`src/rtl/pipe_mul.sv`:
```
// Fully pipelined XLEN-bit multiplier (MUL/MULH/MULHSU/MULHU) with tag tracking and early wakeup.
// Define MUL_PERF_CNT_EN to add the issue/kill performance counters.
module pipe_mul #(
    parameter int unsigned XLEN    = 32,
    parameter int unsigned LATENCY = 4,
    parameter int unsigned TAG_W   = 5
) (
    input  logic             clk_i,
    input  logic             rst_ni,
    input  logic             stall_i,
    input  logic             kill_i,
    input  logic             req_i,
    input  logic [1:0]       op_sel_i,
    input  logic [XLEN-1:0]  a_i,
    input  logic [XLEN-1:0]  b_i,
    input  logic [TAG_W-1:0] tag_i,
    output logic             ready_o,
    output logic             result_valid_o,
    output logic [XLEN-1:0]  result_o,
    output logic [TAG_W-1:0] result_tag_o,
    output logic             early_wake_up_o,
    output logic [TAG_W-1:0] early_tag_o,
    output logic             busy_o
`ifdef MUL_PERF_CNT_EN
    ,
    output logic [31:0]      perf_issue_cnt_o,
    output logic [31:0]      perf_kill_cnt_o
`endif
);

    typedef enum logic [1:0] {
        OP_MUL    = 2'b00,
        OP_MULH   = 2'b01,
        OP_MULHSU = 2'b10,
        OP_MULHU  = 2'b11
    } op_e;

    localparam int unsigned PW = 2 * XLEN;

    logic               accept;
    op_e                op_in;
    logic               sgn_a;
    logic               sgn_b;
    logic [LATENCY-1:0] vld;
    op_e                op    [LATENCY-1];
    logic               neg_a [LATENCY-1];
    logic               neg_b [LATENCY-1];
    logic [TAG_W-1:0]   tag   [LATENCY];
    logic [XLEN-1:0]    mag_a;
    logic [XLEN-1:0]    mag_b;
    logic [PW-1:0]      last_prod;
    logic [PW-1:0]      signed_prod;
    logic [XLEN-1:0]    result_next;

    always_comb begin
        op_in  = op_e'(op_sel_i);
        accept = req_i & ~stall_i & ~kill_i;
        sgn_a  = a_i[XLEN-1] & ((op_in == OP_MULH) | (op_in == OP_MULHSU));
        sgn_b  = b_i[XLEN-1] & (op_in == OP_MULH);
    end

    always_ff @(posedge clk_i or negedge rst_ni) begin
        if (!rst_ni) begin
            vld <= '0;
        end else if (kill_i) begin
            vld <= '0;
        end else if (!stall_i) begin
            vld <= {vld[LATENCY-2:0], accept};
        end
    end

    // Data registers only load behind a valid op, so idle stages and the outputs stay quiet.
    always_ff @(posedge clk_i or negedge rst_ni) begin
        if (!rst_ni) begin
            mag_a    <= '0;
            mag_b    <= '0;
            result_o <= '0;
            for (int unsigned i = 0; i < LATENCY - 1; i++) begin
                op[i]    <= OP_MUL;
                neg_a[i] <= 1'b0;
                neg_b[i] <= 1'b0;
            end
            for (int unsigned i = 0; i < LATENCY; i++) begin
                tag[i] <= '0;
            end
        end else if (!stall_i) begin
            if (accept) begin
                mag_a    <= sgn_a ? -a_i : a_i;
                mag_b    <= sgn_b ? -b_i : b_i;
                op[0]    <= op_in;
                neg_a[0] <= sgn_a;
                neg_b[0] <= sgn_b;
                tag[0]   <= tag_i;
            end
            for (int unsigned i = 1; i < LATENCY - 1; i++) begin
                if (vld[i-1]) begin
                    op[i]    <= op[i-1];
                    neg_a[i] <= neg_a[i-1];
                    neg_b[i] <= neg_b[i-1];
                end
            end
            for (int unsigned i = 1; i < LATENCY; i++) begin
                if (vld[i-1]) begin
                    tag[i] <= tag[i-1];
                end
            end
            if (vld[LATENCY-2]) begin
                result_o <= result_next;
            end
        end
    end

    // The magnitude product is registered through stages 1..LATENCY-2 so the multiplier can be retimed into DSPs.
    generate
        if (LATENCY == 2) begin : g_direct
            always_comb last_prod = PW'(mag_a) * PW'(mag_b);
        end else begin : g_retime
            logic [PW-1:0] prod_pipe [LATENCY-2];

            always_ff @(posedge clk_i) begin
                if (!stall_i) begin
                    if (vld[0]) begin
                        prod_pipe[0] <= PW'(mag_a) * PW'(mag_b);
                    end
                    for (int unsigned k = 1; k < LATENCY - 2; k++) begin
                        if (vld[k]) begin
                            prod_pipe[k] <= prod_pipe[k-1];
                        end
                    end
                end
            end

            always_comb last_prod = prod_pipe[LATENCY-3];
        end
    endgenerate

    always_comb begin
        signed_prod = (neg_a[LATENCY-2] ^ neg_b[LATENCY-2]) ? -last_prod : last_prod;
        result_next = (op[LATENCY-2] == OP_MUL) ? signed_prod[XLEN-1:0] : signed_prod[PW-1:XLEN];
    end

    always_comb begin
        ready_o         = ~stall_i;
        result_valid_o  = vld[LATENCY-1];
        result_tag_o    = tag[LATENCY-1];
        early_wake_up_o = vld[LATENCY-2] & ~kill_i;
        early_tag_o     = tag[LATENCY-2];
        busy_o          = |vld;
    end

`ifdef MUL_PERF_CNT_EN
    always_ff @(posedge clk_i or negedge rst_ni) begin
        if (!rst_ni) begin
            perf_issue_cnt_o <= '0;
            perf_kill_cnt_o  <= '0;
        end else begin
            if (accept) begin
                perf_issue_cnt_o <= perf_issue_cnt_o + 32'd1;
            end
            if (kill_i) begin
                perf_kill_cnt_o <= perf_kill_cnt_o + 32'($countones(vld));
            end
        end
    end
`endif

endmodule
```
`config.mk`:
```
export PLATFORM = sky130hd
export DESIGN_NAME = pipe_mul
export DESIGN_NICKNAME = d
export VERILOG_FILES = /design/src/rtl/pipe_mul.sv
export SDC_FILE = /design/constraint.sdc
export NUM_CORES = 2
export LEC_CHECK = 0
export ABC_AREA = 1
export ABC_CLOCK_PERIOD_IN_PS = 7600
export CORE_ASPECT_RATIO = 1.75
export CORE_UTILIZATION = 50
export DETAILED_ROUTE_END_ITERATION = 12
export HOLD_SLACK_MARGIN = 0.06
export PLACE_DENSITY_LB_ADDON = 0.3
export SLEW_MARGIN = 20
export SYNTH_ARGS = -nofsm -noshare
export SYNTH_HDL_FRONTEND = slang
export SYNTH_SLANG_ARGS = --single-unit
```
`constraint.sdc`:
```
create_clock -name clk_i -period 7.6 [get_ports clk_i]
set_clock_uncertainty 0.05 [all_clocks]
set_input_delay 0.76 -clock clk_i [delete_from_list [all_inputs] [get_ports clk_i]]
set_output_delay 0.76 -clock clk_i [all_outputs]
set_load 0.05 [all_outputs]
```
==> metrics.log <==
INFO  metric status = complete, no violations
INFO  metric r2r.worst_path.cells = 24
INFO  metric finalSetupTns = 0 ps
INFO  metric criticalPathCategory = flip-flop to flip-flop
INFO  metric async_reset_ff_frac = 0.5077
INFO  metric worst_setup_hold_path_clk_slew = 70 ps
INFO  metric fp.dieW = 238.1 µm
INFO  metric max_cap_viol = 0
INFO  metric wl = 146.7 mm
INFO  metric cp-end-kind = flip-flop
INFO  metric avgViaCountPerCell = 5.136
INFO  metric hold_slack = 366.3 ps
INFO  metric grt_pass1_wl = 229.7 mm
INFO  metric startpoint_type = flip-flop
INFO  metric peak_freq = 136.1 MHz
INFO  metric grt_setup_unrepaired = no
INFO  metric ys_seq_elements = 260
INFO  metric drive_above_1_share = 0.04816
INFO  metric cts-buffers-inserted = 28
INFO  metric place.detailed.hpwl = 123.5 mm
INFO  metric via_count_of_the_first_global_routing_pass = 42910
INFO  metric synthDominantCellAreaShare = 0.3677
INFO  metric row_count = 151
INFO  metric final_common_cell = sky130_fd_sc_hd__nand2_1
INFO  metric timing.final.crit_share = 0.9669
INFO  metric post_synth_inst_count = 6437
INFO  metric detailedRoute.firstPassIterationCount = 6
INFO  metric dr.first_iter.drc_count = 2480
INFO  metric floorplan.die_area = 98870 µm²
INFO  metric cts-htree-levels = 1
INFO  metric routabilityCongestion = 1.015
INFO  metric worst_pin_slew = 1070 ps
INFO  metric drc_errors = 0
INFO  metric final_max_slew_viol_count = 0
INFO  metric fin_nets = 7716
INFO  metric syn_area = 48790 µm²
INFO  metric syn_nets = 7676
INFO  metric drt.antenna.violating_nets = 0
INFO  metric root_buffer = sky130_fd_sc_hd__clkbuf_16
INFO  metric largest_net_degree_at_the_start_of_global_routing = 83
INFO  metric critical_path_arrival = 7660 ps
INFO  metric clock_latency_of_the_later_clocked_register_in_the_worst_skew_pair = 620 ps
INFO  metric yosysWarningCount = 0
INFO  metric finish.cell_count_without_fillers = 7800
INFO  metric min-delay-path-class = flip-flop to flip-flop
INFO  metric antenna_found_initial = 3
INFO  metric final_hold_viol_count = 0
INFO  metric cts_sinks = 260
INFO  metric dieHeight = 415.2 µm
INFO  metric groute.usage.overall = 0.3054
INFO  metric initial_core_util = 0.5043
INFO  metric share_of_synthesized_area_occupied_by_flip_flops_and_latches = 0.1465
INFO  metric synth_area_leaders = sky130_fd_sc_hd__fa_1 37%, sky130_fd_sc_hd__nand2_1 14%, sky130_fd_sc_hd__inv_1 14%, sky130_fd_sc_hd__edfxtp_1 7.9%, sky130_fd_sc_hd__ha_1 6.8%
INFO  metric layout_min_cycle_time = 7349 ps
INFO  metric drt-wirelength-per-cell = 18.81 µm
INFO  metric detailed_route_via_count = 40060
INFO  metric cts_tree = done
INFO  metric synth.largest_area_cell = sky130_fd_sc_hd__fa_1
INFO  metric floorplan.io_pins = 122
INFO  metric synth_cell_types = 47
INFO  metric place.detailed.instances = 7746
INFO  metric mostFrequentLayoutCells = 1844 x sky130_fd_sc_hd__nand2_1, 1796 x sky130_fd_sc_hd__inv_1, 896 x sky130_fd_sc_hd__fa_1
INFO  metric critPathMaxFanout = 10
INFO  metric syn_avg_cell_area = 7.579 µm²
INFO  metric core_area = 96730 µm²
INFO  metric overflow = 0
INFO  metric cp.required = 7920 ps
INFO  metric place.port_buffers = 121
INFO  metric clk_path_buf_depth = 3
INFO  metric dominant_synthesized_flop_cell = sky130_fd_sc_hd__dfrtp_1
INFO  metric slew_headroom = 0.2869
INFO  metric setup_viol = 0
INFO  metric synth-edff-count = 128
INFO  metric utilization = 0.5508
INFO  metric timing.hold.worst_path_depth = 0
INFO  metric area_delta_synth_final = 9.220%
==> cells in the mapped netlist (all sizes together) (5+ instances only) <==
master / n
nor3: 21
xnor2: 10
o21ai: 156
dfrtp: 132
o21bai: 10
nand4: 32
buf: 31
nand3: 205
clkbuf: 282
nor2: 357
fa: 896
o31ai: 5
a31oi: 11
or2: 5
nand3b: 16
inv: 1800
ha: 267
edfxtp: 128
nand2: 1858
a21oi: 128
xor2: 65
==> what timing repair did <==
action                                  in CTS  in global routing
endpoints found under the setup margin       0                  9
endpoints found under the hold margin       29                  0
gates resized for setup                      0                 11
setup buffers                                0                  0
hold buffers                                 1                  0
==> kinds of logic (layout without fill, tap and decap cells) <==
kind of cell | after synthesis | in the layout | synth area share
simple gates | 2503 | 2503 | 0.2047
buf+inv | 2116 | 2178 | 0.1641
fa+ha+maj | 1163 | 1163 | 0.4362
compound gates | 318 | 318 | 0.03462
flops | 260 | 260 | 0.1465
xor+xnor | 75 | 75 | 0.01346
mux | 2 | 2 | 0.0004616
other cells | 0 | 1 | 0
==> final timing paths <==
path                                                           from                             endpoint  slack [ps]
worst max-delay path                           mag_b[2]$_DFFE_PN0P_  g_retime.prod_pipe[0][58]$_DFFE_PP_         250
worst min-delay path            g_retime.prod_pipe[0][32]$_DFFE_PP_  g_retime.prod_pipe[0][96]$_DFFE_PP_         370
worst max register to register                 mag_b[2]$_DFFE_PN0P_  g_retime.prod_pipe[0][58]$_DFFE_PP_         250
worst min register to register  g_retime.prod_pipe[0][32]$_DFFE_PP_  g_retime.prod_pipe[0][96]$_DFFE_PP_         370
max in group asynchronous                                    rst_ni              result_o[5]$_DFFE_PN0P_        5860
min in group asynchronous                                    rst_ni                mag_b[25]$_DFFE_PN0P_         560
==> per-layer routing <==
| metal | track usage | vias to the layer above | part of all wire |
|---|---|---|---|
| met3 | 0.03085 | 553 | 0.053 |
| li1 | - | 18430 | - |
| met4 | 0.2112 | 2 | 0.082 |
| met2 | 0.5717 | 1507 | 0.53 |
| met1 | 0.3154 | 19560 | 0.33 |
| met5 | 0 | - | 0.000082 |
==> layout make-up <==
| cell class | count | area [µm²] |
|---|---|---|
| fill | 9255 | 43450 |
| tap | 1300 | 1627 |
| sequential | 260 | 7161 |
| clock buffer | 32 | 715.7 |
| inverter | 1803 | 6768 |
| timing repair buffer | 323 | 3094 |
| multi-input combinational | 4061 | 33670 |
| clock inverter | 20 | 241.5 |
| antenna | 1 | 2.502 |
==> critical path, stage by stage (launching register included) <==
cell                      delay [ps]
sky130_fd_sc_hd__dfrtp_1         610
sky130_fd_sc_hd__buf_4           280
sky130_fd_sc_hd__nand2_1          60
sky130_fd_sc_hd__inv_1            50
sky130_fd_sc_hd__fa_1            530
sky130_fd_sc_hd__inv_1            50
sky130_fd_sc_hd__fa_1            490
sky130_fd_sc_hd__fa_1            440
sky130_fd_sc_hd__fa_1            570
sky130_fd_sc_hd__inv_1            80
sky130_fd_sc_hd__fa_1            490
sky130_fd_sc_hd__fa_1            560
sky130_fd_sc_hd__fa_1            430
sky130_fd_sc_hd__fa_1            510
sky130_fd_sc_hd__ha_1            360
sky130_fd_sc_hd__buf_4           150
sky130_fd_sc_hd__nand2_1          80
sky130_fd_sc_hd__nor2_1          210
sky130_fd_sc_hd__nand2_1         260
sky130_fd_sc_hd__nor2_1          180
sky130_fd_sc_hd__nand2_1         130
sky130_fd_sc_hd__nand3_1         230
sky130_fd_sc_hd__nand2_1         150
sky130_fd_sc_hd__nand4_1         100
sky130_fd_sc_hd__nand2_1          60
==> metrics by stage <==
step	setup WS [ps]	cell area (µm²)
floorplan	1125	48790
global placement	221.9	52300
detailed placement	204.8	52300
CTS	181.2	53270
global route	27.72	53280
finish	251.5	53280
==> state kept, by name (all words and copies together), names as in the netlist <==
signal,cells
vld,4
early_tag_o,5
tag,10
result_tag_o,5
mag_a,32
neg_a,3
g_retime.prod_pipe,128
neg_b,3
mag_b,32
op,6
result_o,32
Power is left out: the tool's default activity adds up to more than one toggle a clock period on the data nets, which glitch-free logic cannot reach.
